<file path="src/rtl/macguffin_vend_ctrl.sv">
// MacGuffin vending controller: coin credit, one vend at PRICE_Q,
// then paced change payout or full refund on cancel.
module macguffin_vend_ctrl #(
  parameter int unsigned PRICE_Q    = 3,
  parameter int unsigned GAP_CYCLES = 2,
  localparam int unsigned CW = $clog2(PRICE_Q + 4) + 1
) (
  input  logic          CLK50M,
  input  logic          RES,
  input  logic          Q,
  input  logic          H,
  input  logic          D,
  input  logic          CANCEL,
  output logic          Macguffin0,
  output logic          halfDollar0,
  output logic          Quarter0,
  output logic          coin_reject,
  output logic [CW-1:0] credit,
  output logic [1:0]    currentstate
);

  typedef enum logic [1:0] {
    IDLE    = 2'd0,
    COLLECT = 2'd1,
    VEND    = 2'd2,
    CHANGE  = 2'd3
  } state_e;

  localparam logic [CW-1:0] PRICE = CW'(PRICE_Q);
  localparam logic [CW-1:0] ONE   = CW'(1);
  localparam logic [CW-1:0] TWO   = CW'(2);
  localparam logic [7:0]    GAP   = 8'(GAP_CYCLES);

  state_e        state_q, state_d;
  logic [CW-1:0] credit_q, credit_d;
  logic [7:0]    gap_q, gap_d;
  logic          mac_q, mac_d;
  logic          half_q, half_d;
  logic          qtr_q, qtr_d;
  logic          rej_q, rej_d;

  logic [1:0]    n_coins;
  logic          coin_any;
  logic          coin_ok;
  logic [CW-1:0] coin_val;
  logic [CW-1:0] sum;

  // Coin weights 4/2/1 line up with bit positions of {D,H,Q}.
  always_comb begin
    n_coins  = {1'b0, Q} + {1'b0, H} + {1'b0, D};
    coin_any = Q | H | D;
    coin_ok  = (n_coins == 2'd1);
    coin_val = CW'({D, H, Q});
    sum      = credit_q + coin_val;
  end

  always_comb begin
    state_d  = state_q;
    credit_d = credit_q;
    gap_d    = gap_q;
    mac_d    = 1'b0;
    half_d   = 1'b0;
    qtr_d    = 1'b0;
    rej_d    = 1'b0;
    unique case (state_q)
      IDLE, COLLECT: begin
        if (CANCEL) begin
          rej_d = coin_any;
          if (credit_q != '0) begin
            state_d = CHANGE;
            gap_d   = '0;
          end
        end else if (coin_ok) begin
          credit_d = sum;
          state_d  = (sum >= PRICE) ? VEND : COLLECT;
        end else begin
          rej_d = coin_any;
        end
      end
      VEND: begin
        rej_d    = coin_any;
        mac_d    = 1'b1;
        credit_d = credit_q - PRICE;
        gap_d    = '0;
        state_d  = (credit_d != '0) ? CHANGE : IDLE;
      end
      CHANGE: begin
        rej_d = coin_any;
        if (gap_q == '0) begin
          half_d   = (credit_q >= TWO);
          qtr_d    = ~half_d;
          credit_d = credit_q - (half_d ? TWO : ONE);
          if (credit_d == '0) begin
            state_d = IDLE;
          end else begin
            gap_d = GAP;
          end
        end else begin
          gap_d = gap_q - 8'd1;
        end
      end
      default: state_d = IDLE;
    endcase
  end

  always_ff @(posedge CLK50M) begin
    if (!RES) begin
      state_q  <= IDLE;
      credit_q <= '0;
      gap_q    <= '0;
      mac_q    <= 1'b0;
      half_q   <= 1'b0;
      qtr_q    <= 1'b0;
      rej_q    <= 1'b0;
    end else begin
      state_q  <= state_d;
      credit_q <= credit_d;
      gap_q    <= gap_d;
      mac_q    <= mac_d;
      half_q   <= half_d;
      qtr_q    <= qtr_d;
      rej_q    <= rej_d;
    end
  end

  assign Macguffin0   = mac_q;
  assign halfDollar0  = half_q;
  assign Quarter0     = qtr_q;
  assign coin_reject  = rej_q;
  assign credit       = credit_q;
  assign currentstate = state_q;

endmodule

</file>
<file path="config.mk">
export PLATFORM = sky130hd
export DESIGN_NAME = macguffin_vend_ctrl
export DESIGN_NICKNAME = d
export VERILOG_FILES = /design/src/rtl/macguffin_vend_ctrl.sv
export SDC_FILE = /design/constraint.sdc
export NUM_CORES = 1
export LEC_CHECK = 0
export BUFFER_PORTS_ARGS = -buffer_cell sky130_fd_sc_hd__buf_2
export CORE_ASPECT_RATIO = 2
export CORE_MARGIN = 2
export CORE_UTILIZATION = 52
export CTS_BUF_LIST = sky130_fd_sc_hd__clkbuf_8 sky130_fd_sc_hd__clkbuf_16
export DETAILED_ROUTE_END_ITERATION = 10
export PLACE_DENSITY = 0.8
export SETUP_SLACK_MARGIN = 0.3
export SLEW_MARGIN = 0
export SYNTH_ARGS = -nofsm -noshare
export SYNTH_HDL_FRONTEND = slang
export SYNTH_SLANG_ARGS = --single-unit
</file>
<file path="constraint.sdc">
create_clock -name CLK50M -period 2.9 [get_ports CLK50M]
set_input_delay 0.145 -clock CLK50M [delete_from_list [all_inputs] [get_ports CLK50M]]
set_output_delay 0.145 -clock CLK50M [all_outputs]
set_load 0.02 [all_outputs]
</file>
# Yosys cells after proc, flatten, opt, wreduce, memory -nomap -nowiden
# Cells that the tools add are included.
# W data, S select, Z words.
[totals]
regBits = 18
inputBits = 6
output_inout_bits = 10
wordCells = 64
[classes]
add_sub_neg = 6
magnitude_cmp = 2
n_eq_ne = 13
muxes = 22
n_bitwise = 3
reduce_logical = 11
[ops]
columns = ["operator", "n"]
rows = [
  ["$mux W8", 4],
  ["$pmux W8 S3", 1],
  ["$mux W2", 8],
  ["$mux W4", 3],
  ["$ne A2 B2 Y1 const B", 6],
  ["$pmux W4 S3", 1],
  ["$ne A3 B3 Y1 const B", 3],
  ["$reduce_and A3 Y1", 3],
  ["$ge A4 B2 Y1 const B", 2],
  ["$logic_not A8 Y1", 1],
  ["$reduce_bool A4 Y1", 2],
  ["$sub A8 B1 Y8 const B", 1],
  ["$pmux W2 S3", 1],
  ["$add A4 B3 Y4", 1],
  ["$eq A2 B1 Y1 const B", 2],
  ["$eq A2 B2 Y1 const B", 2],
  ["$logic_not A4 Y1", 1],
  ["$reduce_and A4 Y1", 1],
  ["$reduce_or A2 Y1", 2],
  ["$sub A4 B2 Y4", 1],
  ["$sub A4 B2 Y4 const B", 1],
  ["$mux W1", 3],
  ["$add A1 B1 Y2", 1],
  ["$add A2 B1 Y2", 1],
  ["other kinds (4)", 5],
]

# Logic depth before layout (Yosys ltp)
# Gate-level depths: netlist of the first run.
[depth]
ltp_word = 7
depth_mapped = 11
ltp_nobuf = 11

# Worst setup path before layout of the first run
# Ideal clock, no wire load.
[synth_path]
path_type = "register to register"
from = "register credit_q[0], in the netlist credit[0]"
to = "register state_q[0], in the netlist currentstate[0]"
setup_ps = 119
t_arrival_ps = 3029
t_required_ps = 2781
setup_slack_ps = -248
stages_incl_launch_ff = 12
n_path_buf = 0
period_less_slack_ps = 3148
cell_sequence = "dfxtp_1 > inv_1 > ha_1 > nor4_1 > ha_1 > inv_1 > fa_1 > xor2_2 > nand3b_1 > nor4_1 > o2111ai_1 > o221a_1"
[synth_via]
elab_chain_len = 6
word_cells_on_any_way = 17
classes_between = "add/sub (3); order compare (2); eq/ne (2); mux (6); reduce/logical (4)"
[synth_rtl]
columns = ["item", "line", "text"]
rows = [
  ["from (decl)", "35", "logic [CW-1:0] credit_q, credit_d;"],
  ["from (signal assigned)", "117", "credit_q <= credit_d;"],
  ["$ge A4 B2 Y1 or $add A4 B3 Y4 (tied branches)", "90, 54", ""],
  ["$mux W2 or $ge A4 B2 Y1 (tied branches)", "92, 75", ""],
  ["$sub A4 B2 Y4 or $mux W2 (tied branches)", "92, 75", ""],
  ["$logic_not A4 Y1 or $mux W2 (tied branches)", "93, 73", ""],
  ["$ne A2 B2 Y1 (no line) or $mux W2 (tied branches)", "-", ""],
  ["$reduce_and A4 Y1 (no line) or $pmux W2 S3 (tied branches)", "-", ""],
  ["to (signal assigned)", "116", "state_q <= state_d;"],
  ["to (decl)", "34", "state_e state_q, state_d;"],
]
# Several ways; a longest one is shown, not always the timed one. The select of a mux whose other input is x is not followed.
# A chain may end at the register's enable or synchronous reset.

# Worst setup path in the final report of the first run
# Ends and elaborated chain as after synthesis.

==> reports/metrics.cfg, run 1 <==
[run_status]
status = completed

[critical_path]
start_kind = flip-flop
crit_fanout = 4
r2r_cells = 10
cp.required_ns = 3.05
critPathTopFamily = simple AND/OR/NAND/NOR gates
r2r_slack_ns = 0.38
worst_setup_path_end_kind = flip-flop
cpPeakStageDelay_ns = 0.36
path_class = flip-flop to flip-flop
cp.arrival_ns = 2.67
r2r_start = credit[0]
rr_endpoint = currentstate[0]
crit_chain = inv_4 > ha_4 > nor4_4 > buf_4 > ha_1 > nor2b_1 > o31a_1 > nor4_2 > o2111ai_1 > o221a_1
slowest_stage = dfxtp_4
cp_num_buf_inv = 2

[power_and_ir_drop]
combinationalPowerShare_pct = 70.1
clock_power_share_pct = 9.1
p_per_area_mw_per_mm2 = 1220
ir_drop_mv = 0.809
p_leak_uw = 0.000716
pwr-share-seq_pct = 20.8
p_sw_uw = 955
p_int_uw = 1040
swShare_pct = 47.9

[detailed_routing]
first_pass_iters = 4
drc = 0
highest_layer = met4
drt-total-wl_um = 3410
antenna_left = 0
vias = 1253
drtIter0Drc = 28
wl_met3_um = 93
wl_met1_um = 1180
dr_wl_met2_um = 1920
via_per_inst = 6.20
wl_per_cell_um = 16.9

[clock_tree]
clk_latency_ns = 0.25
cts_made_buffers = 3
clockBufferDepth = 2
cts_tree = built
clockRootBuffer = clkbuf_8
h-tree-depth = 1
clk_pin_slew_ns = 0.07
cts.sinks = 18

[placement]
gp_congestion = 0.841
dp_hpwl_um = 2660
dp_slack_ns = 0.223
place_inst = 191
dpl_cell_area_sq_mm = 0.00151
io_buffers = 15

[sta]
max_freq_mhz = 397
worst_pin_slew_ns = 0.546
period_needed_ns = 2.52
fin_tns_setup_ns = 0
hold_violations = 0
period_share_pct = 86.9
setup_viol = 0
final-max-slew-violation-count = 0
slew_headroom_pct = 63.5
setup_ws_ns = 0.381
finalClockSkew_ns = 0.000871
rsz0062_at_grt = true

[final_layout]
nets = 194
areaGrowthSynthToFinish_pct = 20.1
fillers = 215
seqCellArea_sq_um = 368
n_antenna_cell = 0
layout-drive-gt1-share_pct = 31.0
fin_area_sq_mm = 0.00164
fin_cells = 202
multiInputGateArea_sq_um = 986

[grt]
grt_pass1_vias = 1246
grt_pass1_wl_um = 5490
grt_max_degree = 18
grt.overflow.total = 0
grt.total_usage_pct = 25.1
antenna_found_initial = 0

[die]
core_area_sq_mm = 0.00254
die-area_sq_mm = 0.00308
io_pins = 16
die_w_um = 40.2
core.rowCount = 26
start_util_pct = 53.8
die_height_um = 76.5

[synth]
async_flop_share_pct = 0
syn_area_sq_mm = 0.00137
synth_cell_types = 52
seq_area_frac_synth_pct = 26.4
syn_inst = 150
synth-edff-count = 0
avgSynthCellArea_sq_um = 9.10
syn_nets = 169
ys_dominant_reg_cell = dfxtp_1
ys_warn_count = 0
ys_seq_elements = 18

[min_path]
hold_start = RES
hold_depth = 2
hold_class = input port to flip-flop
whs_endpoint = credit[3]

[job]
maxCapViolations = 0

==> worst register-to-register path: cells and delay by family (launching register included) <==
| kind | cells | cell delay, ns |
|---|---|---|
| simple gates | 3 | 0.73 |
| compound gates | 3 | 0.73 |
| fa+ha+maj | 2 | 0.37 |
| flops | 1 | 0.36 |
| buf+inv | 2 | 0.22 |
==> placed cells by master, fill, tap and decap left out, types with 2 or more instances in the layout <==
cell,Yosys,layout
nand2_1,11,11
clkbuf_8,0,3
nand3_1,4,4
dfxtp_4,0,2
mux2i_1,4,4
a31oi_1,7,6
dfxtp_1,18,16
xor2_1,2,2
nor2_1,6,6
nand3b_1,2,2
a211oi_1,3,3
nor4b_1,2,2
fa_1,3,2
nor3_1,2,2
nor4_2,0,2
nand2_2,2,2
or3_1,2,2
nor4_4,2,3
buf_2,2,15
and3_1,2,2
inv_1,14,13
a21oi_1,11,11
buf_4,0,10
nor2b_1,3,3
o21ai_0,4,4
ha_1,10,8
==> layout make-up <==
class / count / share of cell area (%)
timing repair buffer: 25 / 9.16
clock inverter: 1 / 0.229
multi-input combinational: 113 / 60.2
inverter: 14 / 3.36
sequential: 18 / 22.4
clock buffer: 3 / 2.52
tap: 28 / 2.14
==> flip-flops by register name (all words and copies together), names as in the netlist <==
name,cells
gap_q,8
coin_reject,1
halfDollar0,1
Quarter0,1
Macguffin0,1
currentstate,2
credit,4
==> repair_timing <==
item | in CTS | in global routing
setup buffers | 6 | 1
hold buffers | 0 | 0
pin swaps | 10 | 3
hold endpoints to repair | 0 | 0
resized for setup | 2 | 2
endpoints found under the setup margin | 10 | 10
==> worst max-delay path by stage <==
| stage | from | endpoint | slack, ns | cells after the start |
|---|---|---|---|---|
| 2_1_floorplan | credit[0] | currentstate[0] | 0.27 | 11 |
| 3_3_place_gp | credit[0] | currentstate[0] | 0.33 | 11 |
| 3_5_place_dp | credit[0] | currentstate[0] | 0.22 | 11 |
| 4_1_cts | credit[0] | gap_q[6] | 0.30 | 11 |
| 5_1_grt | credit[0] | gap_q[6] | 0.26 | 12 |
| 6_report | credit[0] | currentstate[0] | 0.38 | 10 |
==> power groups by stage <==
stage / Sequential [uW] / Combinational [uW] / Clock, uW
after CTS: 410 / 1340 / 185
after floorplan: 443 / 965 / 0
final: 415 / 1400 / 182
after detailed placement: 441 / 1250 / 0
after global routing: 424 / 1520 / 198
after global placement: 434 / 1200 / 0
==> Yosys cell counts, types with 3 or more instances <==
cell type | instances | area (sq um)
a31oi_1 | 7 | 43.8
o21ai_0 | 4 | 20.0
ha_1 | 10 | 125
inv_1 | 14 | 52.6
a21oi_1 | 11 | 55.1
fa_1 | 3 | 60.1
a211oi_1 | 3 | 22.5
nor2_1 | 6 | 22.5
dfxtp_1 | 18 | 360
nor4_1 | 4 | 25.0
nand3_1 | 4 | 20.0
mux2i_1 | 4 | 40.0
nor2b_1 | 3 | 18.8
nand2_1 | 11 | 41.3
==> cell families (layout without fill, tap and decap cells) <==
kind of cell    count (synthesis)  in the layout  synth area share [%]
simple gates                   51             51                  26.3
compound gates                 41             41                  21.2
buf+inv                        19             43                  6.51
flops                          18             18                  26.4
fa+ha+maj                      13             13                  13.6
xor+xnor                        4              4                  3.12
mux                             4              4                  2.93
==> per-stage QoR <==
| stage | hold slack [ns] | power (uW) | utilization (%) |
|---|---|---|---|
| detailed placement | 0.466 | 1690 | 59.5 |
| finish | 0.213 | 1990 | 64.6 |
| floorplan | 0.267 | 1410 | - |
| global placement | 0.458 | 1630 | 59.5 |
| CTS | 0.207 | 1930 | 63.6 |
| global route | 0.208 | 2140 | 64.6 |
==> layer usage <==
layer	vias up	global-route usage [%]
li1	597	-
met1	607	23.1
met2	33	42.1
met3	16	6.41
met4	0	18.7
met5	-	0
(Power assumes the default switching activity.)
==> run 2, diff against run 1 <==
- RECOVER_POWER: unset -> 100
==> run 2 against run 1 <==
First-iteration DRC count is 36% higher. Fmax is 4.2% lower. Global-route usage stayed put. Combinational power is 4% lower. Sequential share of layout area is 0.62 points higher. Register-to-register slack worse by 0.11 ns. Clock-buffer cell count stayed put. Die area stayed put.
==> reports/metrics.cfg, run 2 (synthesized netlist as in run 1, its figures left out) <==
[clock_tree]
cts_made_buffers = 3
clk_pin_slew_ns = 0.07
h-tree-depth = 1
cts_tree = built
clockRootBuffer = clkbuf_8
clk_latency_ns = 0.26
cts_hold_buf = 0
clockBufferDepth = 2
cts.sinks = 18

[sta]
max_freq_mhz = 380
fin_tns_setup_ns = 0
rsz0062_at_grt = true
hold_violations = 0
slew_headroom_pct = 36.5
setup_viol = 0
final-max-slew-violation-count = 0
period_needed_ns = 2.63
finalClockSkew_ns = 0.00217
period_share_pct = 90.7
worst_pin_slew_ns = 0.939

[detailed_routing]
drt-total-wl_um = 3390
antenna_left = 0
via_per_inst = 6.22
first_pass_iters = 4
vias = 1256
drtIter0Drc = 38
wl_per_cell_um = 16.8
drc = 0

[job]
maxCapViolations = 0

[critical_path]
crit_fanout = 4
r2r_slack_ns = 0.27
start_kind = flip-flop
path_class = flip-flop to flip-flop
worst_setup_path_end_kind = flip-flop
cp.arrival_ns = 2.78
r2r_cells = 10
cp.required_ns = 3.05

[final_layout]
seqCellArea_sq_um = 368
largest_register_ffs = 8
layout-drive-gt1-share_pct = 24.1
final_common_cell = dfxtp_1
nets = 194
fillers = 223
layout_common_cells = 16 x dfxtp_1, 13 x inv_1, 11 x a21oi_1, 11 x nand2_1, 11 x clkbuf_1
top_register = gap_q
post-route-util_pct = 62.9
areaGrowthSynthToFinish_pct = 16.9
n_antenna_cell = 0
multiInputGateArea_sq_um = 963

[placement]
gp_congestion = 0.841
io_buffers = 15
dp_hpwl_um = 2660

[power_and_ir_drop]
p_leak_uw = 0.000657
p_per_area_mw_per_mm2 = 1220
ir_drop_mv = 0.772

[grt]
grt.total_usage_pct = 25.1
grt.overflow.total = 0
grt_pass1_vias = 1246
grt_max_degree = 18
antenna_found_initial = 0
grt_pass1_wl_um = 5490

[die]
die_w_um = 40.2
io_pins = 16
die-area_sq_mm = 0.00308
core_area_sq_mm = 0.00254
start_util_pct = 53.8
core.rowCount = 26
die_height_um = 76.5

[run_status]
status = completed

[min_path]
hold_class = input port to flip-flop
hold_depth = 2

[run 2: area by class of cell]
type / instances / area share, %
Multi-Input combinational cell: 113 / 60.4
Clock buffer: 3 / 2.59
Timing Repair Buffer: 25 / 8.08
Inverter: 14 / 3.45
Sequential cell: 18 / 23.1
Tap cell: 28 / 2.20
Clock inverter: 1 / 0.235
[run 2: timing repair]
| action | 4_1_cts | 5_1_grt |
|---|---|---|
| gates resized for setup | 2 | 2 |
| endpoints found under the setup margin | 10 | 10 |
| buffers inserted | 6 | 1 |
| pin swaps | 10 | 3 |
| endpoints found under the hold margin | 0 | 0 |
[run 2: path summary, 6_finish.rpt]
check | startpoint | end
worst max register to register | credit[0] | currentstate[0]
worst max-delay path | credit[0] | currentstate[0]
worst min register to register | gap_q[7] | gap_q[7]
worst min-delay path | RES | credit[3]
[run 2: layer usage]
layer  global-route usage (%)  wire length, um  share of wire, %
met1                     23.1             1150                34
met2                     42.1             1930                57
met3                     6.41              100               2.9
met4                     18.7              212               6.2
met5                        0                0                 0
[run 2: metrics by stage]
stage / worst slack, ns / hold WS, ns / instance area, sq um / power (uW) / std cells
floorplan: 0.274 / 0.267 / 1410 / 1410 / 150
global placement: 0.326 / 0.458 / 1510 / 1630 / 191
detailed placement: 0.223 / 0.466 / 1510 / 1690 / 191
CTS: 0.298 / 0.207 / 1610 / 1930 / 201
global route: 0.147 / 0.196 / 1600 / 2090 / 202
finish: 0.270 / 0.198 / 1600 / 1940 / 202
[run 2: critical path, stage by stage (launching register included)]
cell	delay [ns]
dfxtp_4	0.36
inv_4	0.04
ha_4	0.15
nor4_4	0.27
clkbuf_1	0.24
ha_1	0.27
nor2b_1	0.16
o31a_1	0.33
nor4_2	0.30
o2111ai_1	0.16
o221a_1	0.24
[run 2: where the power goes]
group	total [uW]	switching, uW	internal, uW
clock	183	88.9	94.2
combinational	1350	760	587
sequential	412	99.0	313
total	1940	948	994
